$ cat config.mk
export PLATFORM = sky130hd
export DESIGN_NAME = group_sum_argmax
export DESIGN_NICKNAME = d
export VERILOG_FILES = /design/src/rtl/gsa_pkg.sv /design/src/rtl/popcount.sv /design/src/rtl/group_sum_argmax.sv
export SDC_FILE = /design/constraint.sdc
export NUM_CORES = 1
export LEC_CHECK = 0
export ABC_AREA = 1
export BUFFER_PORTS_ARGS = -buffer_cell sky130_fd_sc_hd__buf_2
export CORE_MARGIN = 10
export CORE_UTILIZATION = 51
export CTS_BUF_LIST = sky130_fd_sc_hd__clkbuf_8
export DETAILED_ROUTE_END_ITERATION = 6
export PLACE_DENSITY = 0.77
export SLEW_MARGIN = 20
export SYNTH_ARGS = -nofsm -noshare
export SYNTH_HDL_FRONTEND = slang
export SYNTH_HIERARCHICAL = 1
export SYNTH_SLANG_ARGS = --single-unit
export TNS_END_PERCENT = 100
$ cat constraint.sdc
create_clock -name clk -period 8.9 [get_ports clk]
set_input_delay 0.89 -clock clk [delete_from_list [all_inputs] [get_ports clk]]
set_output_delay 0.89 -clock clk [all_outputs]
set_load 0.005 [all_outputs]
$ cat src/rtl/gsa_pkg.sv
// rtl/gsa_pkg.sv - shared state encoding, width helper and default layout for group_sum_argmax
package gsa_pkg;

   // Network output layout: 10 classes of 5 bits each
   localparam int DEF_NUM_CLASSES = 10;
   localparam int DEF_GROUP_BITS  = 5;

   typedef enum logic [1:0] {
      ST_IDLE = 2'd0,
      ST_SCAN = 2'd1,
      ST_DONE = 2'd2
   } state_t;

   // Ceiling log2, never below 1 so derived widths stay legal for tiny configs
   function automatic int clog2(input int value);
      int r;
      r = 0;
      while ((1 << r) < value) begin
         r = r + 1;
      end
      if (r == 0) begin
         r = 1;
      end
      return r;
   endfunction

endpackage

$ cat src/rtl/popcount.sv
// rtl/popcount.sv - combinational set-bit counter for one class group
module popcount
   import gsa_pkg::*;
#(
   parameter  int W  = 5,
   localparam int CW = clog2(W + 1)
) (
   input  logic [W-1:0]  i_bits,
   output logic [CW-1:0] o_count
);

   // Ripple sum of the input bits; W is small so a plain adder chain is fine
   always_comb begin
      o_count = '0;
      for (int i = 0; i < W; i++) begin
         o_count = o_count + CW'(i_bits[i]);
      end
   end

endmodule

$ cat src/rtl/group_sum_argmax.sv
// rtl/group_sum_argmax.sv - sequential per-class popcount and argmax; optional GSA_SCORES_EN exposes all scores
module group_sum_argmax
   import gsa_pkg::*;
#(
   parameter  int NUM_CLASSES = DEF_NUM_CLASSES,
   parameter  int GROUP_BITS  = DEF_GROUP_BITS,
   localparam int CLS_W       = clog2(NUM_CLASSES),
   localparam int CNT_W       = clog2(GROUP_BITS + 1)
) (
   input  logic                              clk,
   input  logic                              rst,
   input  logic                              i_start,
   input  logic [NUM_CLASSES*GROUP_BITS-1:0] i_bits,
   output logic                              o_busy,
   output logic                              o_valid,
   output logic [CLS_W-1:0]                  o_class,
   output logic [CNT_W-1:0]                  o_score
`ifdef GSA_SCORES_EN
   ,
   output logic [NUM_CLASSES*CNT_W-1:0]      o_scores
`endif
);

   localparam logic [CLS_W-1:0] LAST_IDX = CLS_W'(NUM_CLASSES - 1);

   state_t                            state_q, state_d;
   logic [NUM_CLASSES*GROUP_BITS-1:0] capture_q, capture_d;
   logic [CLS_W-1:0]                  idx_q, idx_d;
   logic [CLS_W-1:0]                  best_cls_q, best_cls_d;
   logic [CNT_W-1:0]                  best_score_q, best_score_d;
   logic                              busy_q, busy_d;
   logic                              valid_q, valid_d;
   logic [CLS_W-1:0]                  class_q, class_d;
   logic [CNT_W-1:0]                  score_q, score_d;
`ifdef GSA_SCORES_EN
   logic [NUM_CLASSES*CNT_W-1:0]      scores_q, scores_d;
`endif

   logic [GROUP_BITS-1:0] group_a [NUM_CLASSES];
   logic [CNT_W-1:0]      cnt;

   // Split the captured vector into addressable class groups
   for (genvar k = 0; k < NUM_CLASSES; k++) begin : g_groups
      assign group_a[k] = capture_q[k*GROUP_BITS +: GROUP_BITS];
   end

   popcount #(.W(GROUP_BITS)) u_popcount (
      .i_bits  (group_a[idx_q]),
      .o_count (cnt)
   );

   // Next-state logic: accept in IDLE, scan one group per cycle, pulse result in DONE
   always_comb begin
      state_d      = state_q;
      capture_d    = capture_q;
      idx_d        = idx_q;
      best_cls_d   = best_cls_q;
      best_score_d = best_score_q;
      busy_d       = busy_q;
      valid_d      = 1'b0;
      class_d      = class_q;
      score_d      = score_q;
`ifdef GSA_SCORES_EN
      scores_d     = scores_q;
`endif
      case (state_q)
         ST_IDLE: begin
            if (i_start) begin
               capture_d = i_bits;
               idx_d     = '0;
               busy_d    = 1'b1;
               state_d   = ST_SCAN;
`ifdef GSA_SCORES_EN
               scores_d  = '0;
`endif
            end
         end
         ST_SCAN: begin
            // Strict greater-than keeps the lowest index on ties
            if ((idx_q == '0) || (cnt > best_score_q)) begin
               best_cls_d   = idx_q;
               best_score_d = cnt;
            end
`ifdef GSA_SCORES_EN
            for (int k = 0; k < NUM_CLASSES; k++) begin
               if (idx_q == CLS_W'(k)) begin
                  scores_d[k*CNT_W +: CNT_W] = cnt;
               end
            end
`endif
            if (idx_q == LAST_IDX) begin
               // Publish the winner including this final group's comparison
               class_d = best_cls_d;
               score_d = best_score_d;
               valid_d = 1'b1;
               state_d = ST_DONE;
            end else begin
               idx_d = idx_q + 1'b1;
            end
         end
         ST_DONE: begin
            busy_d  = 1'b0;
            state_d = ST_IDLE;
         end
         default: begin
            busy_d  = 1'b0;
            state_d = ST_IDLE;
         end
      endcase
   end

   // State and output registers; reset aborts any scan in progress
   always_ff @(posedge clk or posedge rst) begin
      if (rst) begin
         state_q      <= ST_IDLE;
         capture_q    <= '0;
         idx_q        <= '0;
         best_cls_q   <= '0;
         best_score_q <= '0;
         busy_q       <= 1'b0;
         valid_q      <= 1'b0;
         class_q      <= '0;
         score_q      <= '0;
`ifdef GSA_SCORES_EN
         scores_q     <= '0;
`endif
      end else begin
         state_q      <= state_d;
         capture_q    <= capture_d;
         idx_q        <= idx_d;
         best_cls_q   <= best_cls_d;
         best_score_q <= best_score_d;
         busy_q       <= busy_d;
         valid_q      <= valid_d;
         class_q      <= class_d;
         score_q      <= score_d;
`ifdef GSA_SCORES_EN
         scores_q     <= scores_d;
`endif
      end
   end

   assign o_busy  = busy_q;
   assign o_valid = valid_q;
   assign o_class = class_q;
   assign o_score = score_q;
`ifdef GSA_SCORES_EN
   assign o_scores = scores_q;
`endif

endmodule
==> impl_results.md <==
* Full die area at 10800 sq um
* Post-synthesis net count at 509
* Drt pass-1 iters at 4
* Bufs on Longest Clock Path at 2
* Antenna violations before repair at 0
* Cell taking the most area after synthesis: dfrtp_1
* TNS Setup at 0 ns
* Vias in the first global route at 3060
* Iter 0 DRT Violations at 152
* Final wirelength at 8.04 mm
* Critical Path End Type: flip-flop
* Sequential fraction of the synthesis area at 50.1%
* Core area at 6830 sq um
* CP Cell Sequence: inv_2, nor2_1, o21ai_0, nand3_1, nand3_1, nand2_1, inv_1, fa_1, inv_1, fa_1, ha_1, ha_1, a21oi_1, nand2_1, nand2_4, nand2_1, nand2_1, nand3_1, nand2_1
* Post-route clock period utilization at 43.5%
* Mapped Avg Cell Area at 8.04 sq um
* Final Hold Viols at 0
* Worst Path Arrival at 4.17 ns
* Routed wire per std cell at 13.3 um
* Starting density of the core at 52.6%
* Crit path time final at 3.87 ns
* Worst Hold Class: flip-flop to flip-flop
* Combinational family with the most area after synthesis: simple AND/OR/NAND/NOR gates
* Synth top cells by count: nand2_1, dfrtp_1, nand3_1, inv_1, nor2_1
* R2r startpoint: idx_q[1]$_DFFE_PP0P_
* Final-stage net count at 564
* Hold Path Origin: o_class[2]$_DFFE_PP0P_
* # hold bufs at CTS at 0
* Post-synthesis adder-cell area fraction at 3.55%
* Total grt overflow at 0
* Max FO, Critical Path at 19
* Final setup vio count at 0
* Fin area at 4110 sq um
* Vias per Instance at 5.00
* Largest net degree at the start of global routing at 73
* Root buf cell: clkbuf_8
* Share of the synthesized area in the top cell type at 50.1%
* Hold Path Depth at 2
* TritonCTS clock tree: yes
* Detail Route Antenna Nets at 0
* FP Rows at 30
* Synth-to-layout area growth at 14.3%
* Crit path launch type: flip-flop
* R2r setup slk at 5.03 ns
* Crit path from: idx_q[1]$_DFFE_PP0P_
* Slew headroom at 40.2%
* Slew Limit Fails at 0
* H-tree levels at 3
* Fmax at 0.258 GHz
* Fraction of registers with async set/reset at 100%
* FF-to-FF path depth at 19
* # Max-Cap Violations at 0
* Post-synthesis simple-gate area fraction at 31.4%
* Count leader, synth: nand2_1
* Distinct cells, synth at 26
* Post-CTS setup buffers at 0
* Post-CTS resize count at 0
* Global-route wire length before repair at 14.0 mm
* Setup Skew at 0.0132 ns
* Tightest Pin Transition at 0.897 ns
* Top cells by area, synth: dfrtp_1, nand2_1, nand3_1
* Floorplan die height at 104 um
* Number of I/O port buffers at 61
* DP HPWL at 5.66 mm
* Detailed-route via count at 3013
* Total CTS buffers at 9
* Residual DRC count at 0
* Placer Congestion at 0.863
* Area share of xor/xnor cells in the synthesized design at 0%
* CP peak stage delay at 0.75 ns
* Kind of critical path: flip-flop to flip-flop
* Chip width at 104 um
* Req. time, crit path at 9.20 ns
* CP dominant cell by count: nand2_1
* Fraction of layout cells with a size suffix above 1 at 19.5%
* Clk_lat worst skew at 0.35 ns
* #FFs+latches synth at 72
* Ys flop type: dfrtp_1
* GRT Util Overall at 15.4%
* Post-Syn Instances at 447
* Clock tree sinks at 72
* Ant diodes at 0
* Clk pin slew, worst setup/hold paths at 0.08 ns
* RSZ-0062 raised after global routing: false
* Synth warn at 6
* Post-synthesis mux area share at 0%
* Synth Area in Compound Gates at 7.03%
* Post-synth EDFFs at 0
* Outcome: complete, no violations
* Boundary pin count at 62
* Area post-placement at 3900 sq um
* Synth Cell Area at 3590 sq um
* CP max stage cell: dfrtp_1
==> final cells by class <==
class                   instances  area, sq um
clock buffers                  11          151
clock inverters                 5         55.1
fillers                       646         2720
inverters                      37          151
multi-input cells             319         1510
flip-flops and latches         72         1800
well taps                      96          120
repair buffers                 63          320
==> layout by cell type, fill, tap and decap left out <==
master | synthesis | final
nand2_4 | 3 | 3
o21ai_0 | 19 | 19
dfrtp_1 | 72 | 72
nand2_2 | 1 | 1
buf_2 | 7 | 61
fa_1 | 2 | 2
nand3_1 | 40 | 40
nor2_1 | 25 | 25
o211ai_1 | 5 | 5
o21ai_1 | 19 | 19
ha_1 | 7 | 7
clkinv_2 | 0 | 2
inv_4 | 2 | 2
nor3_2 | 1 | 1
buf_4 | 10 | 2
a21oi_1 | 5 | 5
nand3_4 | 2 | 2
nor2_2 | 1 | 1
nor2_8 | 1 | 1
nand2_1 | 185 | 185
nor2_4 | 1 | 1
inv_2 | 5 | 6
clkinvlp_4 | 0 | 2
clkbuf_8 | 0 | 11
nor3_1 | 1 | 1
bufinv_16 | 0 | 1
nor3b_2 | 1 | 1
inv_1 | 29 | 28
inv_8 | 1 | 1
==> metrics by stage <==
| step | util, % | hold WS (ns) | worst slack [ns] | instances |
|---|---|---|---|---|
| floorplan | - | 0.444 | 5.64 | 447 |
| CTS | 60.1 | 0.483 | 5.05 | 603 |
| global route | 60.1 | 0.500 | 4.74 | 603 |
| global placement | 57.1 | 0.459 | 5.17 | 587 |
| finish | 60.1 | 0.477 | 5.03 | 603 |
| detailed placement | 57.1 | 0.462 | 5.06 | 587 |
==> per-layer routing <==
metal  share of wire [%]  GRT usage [%]  up-vias
met3                 4.8           4.03        9
met5                   0              0        -
met1                  46           19.4     1404
met2                  47           24.8       78
li1                    -              -     1522
met4                 1.4           5.27        0
==> path summary, 6_finish.rpt <==
path | to
min | o_class[2]$_DFFE_PP0P_
min reg2reg | o_class[2]$_DFFE_PP0P_
min in group asynchronous | idx_q[2]$_DFFE_PP0P_
max in group asynchronous | idx_q[0]$_DFFE_PP0P_
max | best_score_q[2]$_DFFE_PP0N_
max reg2reg | best_score_q[2]$_DFFE_PP0N_
==> critical path: cells and delay by family, from the launching register on <==
kind | cells | cell delay, ns
buffers and inverters | 3 | 0.32
AOI/OAI and AO/OA | 2 | 0.26
and+or+nand+nor | 10 | 1.06
DFF | 1 | 0.75
adders and majority gates | 4 | 1.42
==> cells by family after synthesis <==
group	after synthesis
buffers and inverters	56
adders and majority gates	9
and+or+nand+nor	262
AOI/OAI and AO/OA	48
DFF	72
==> flip-flops by register name, summed over array words and instances (netlist names) <==
signal        cells
best_cls_q        4
best_score_q      3
capture_q        50
idx_q             4
o_busy            1
o_class           4
o_score           3
o_valid           1
state_q           2
Power is left out: the tool's default activity adds up to more than one toggle a clock period on the data nets, which glitch-free logic cannot reach.
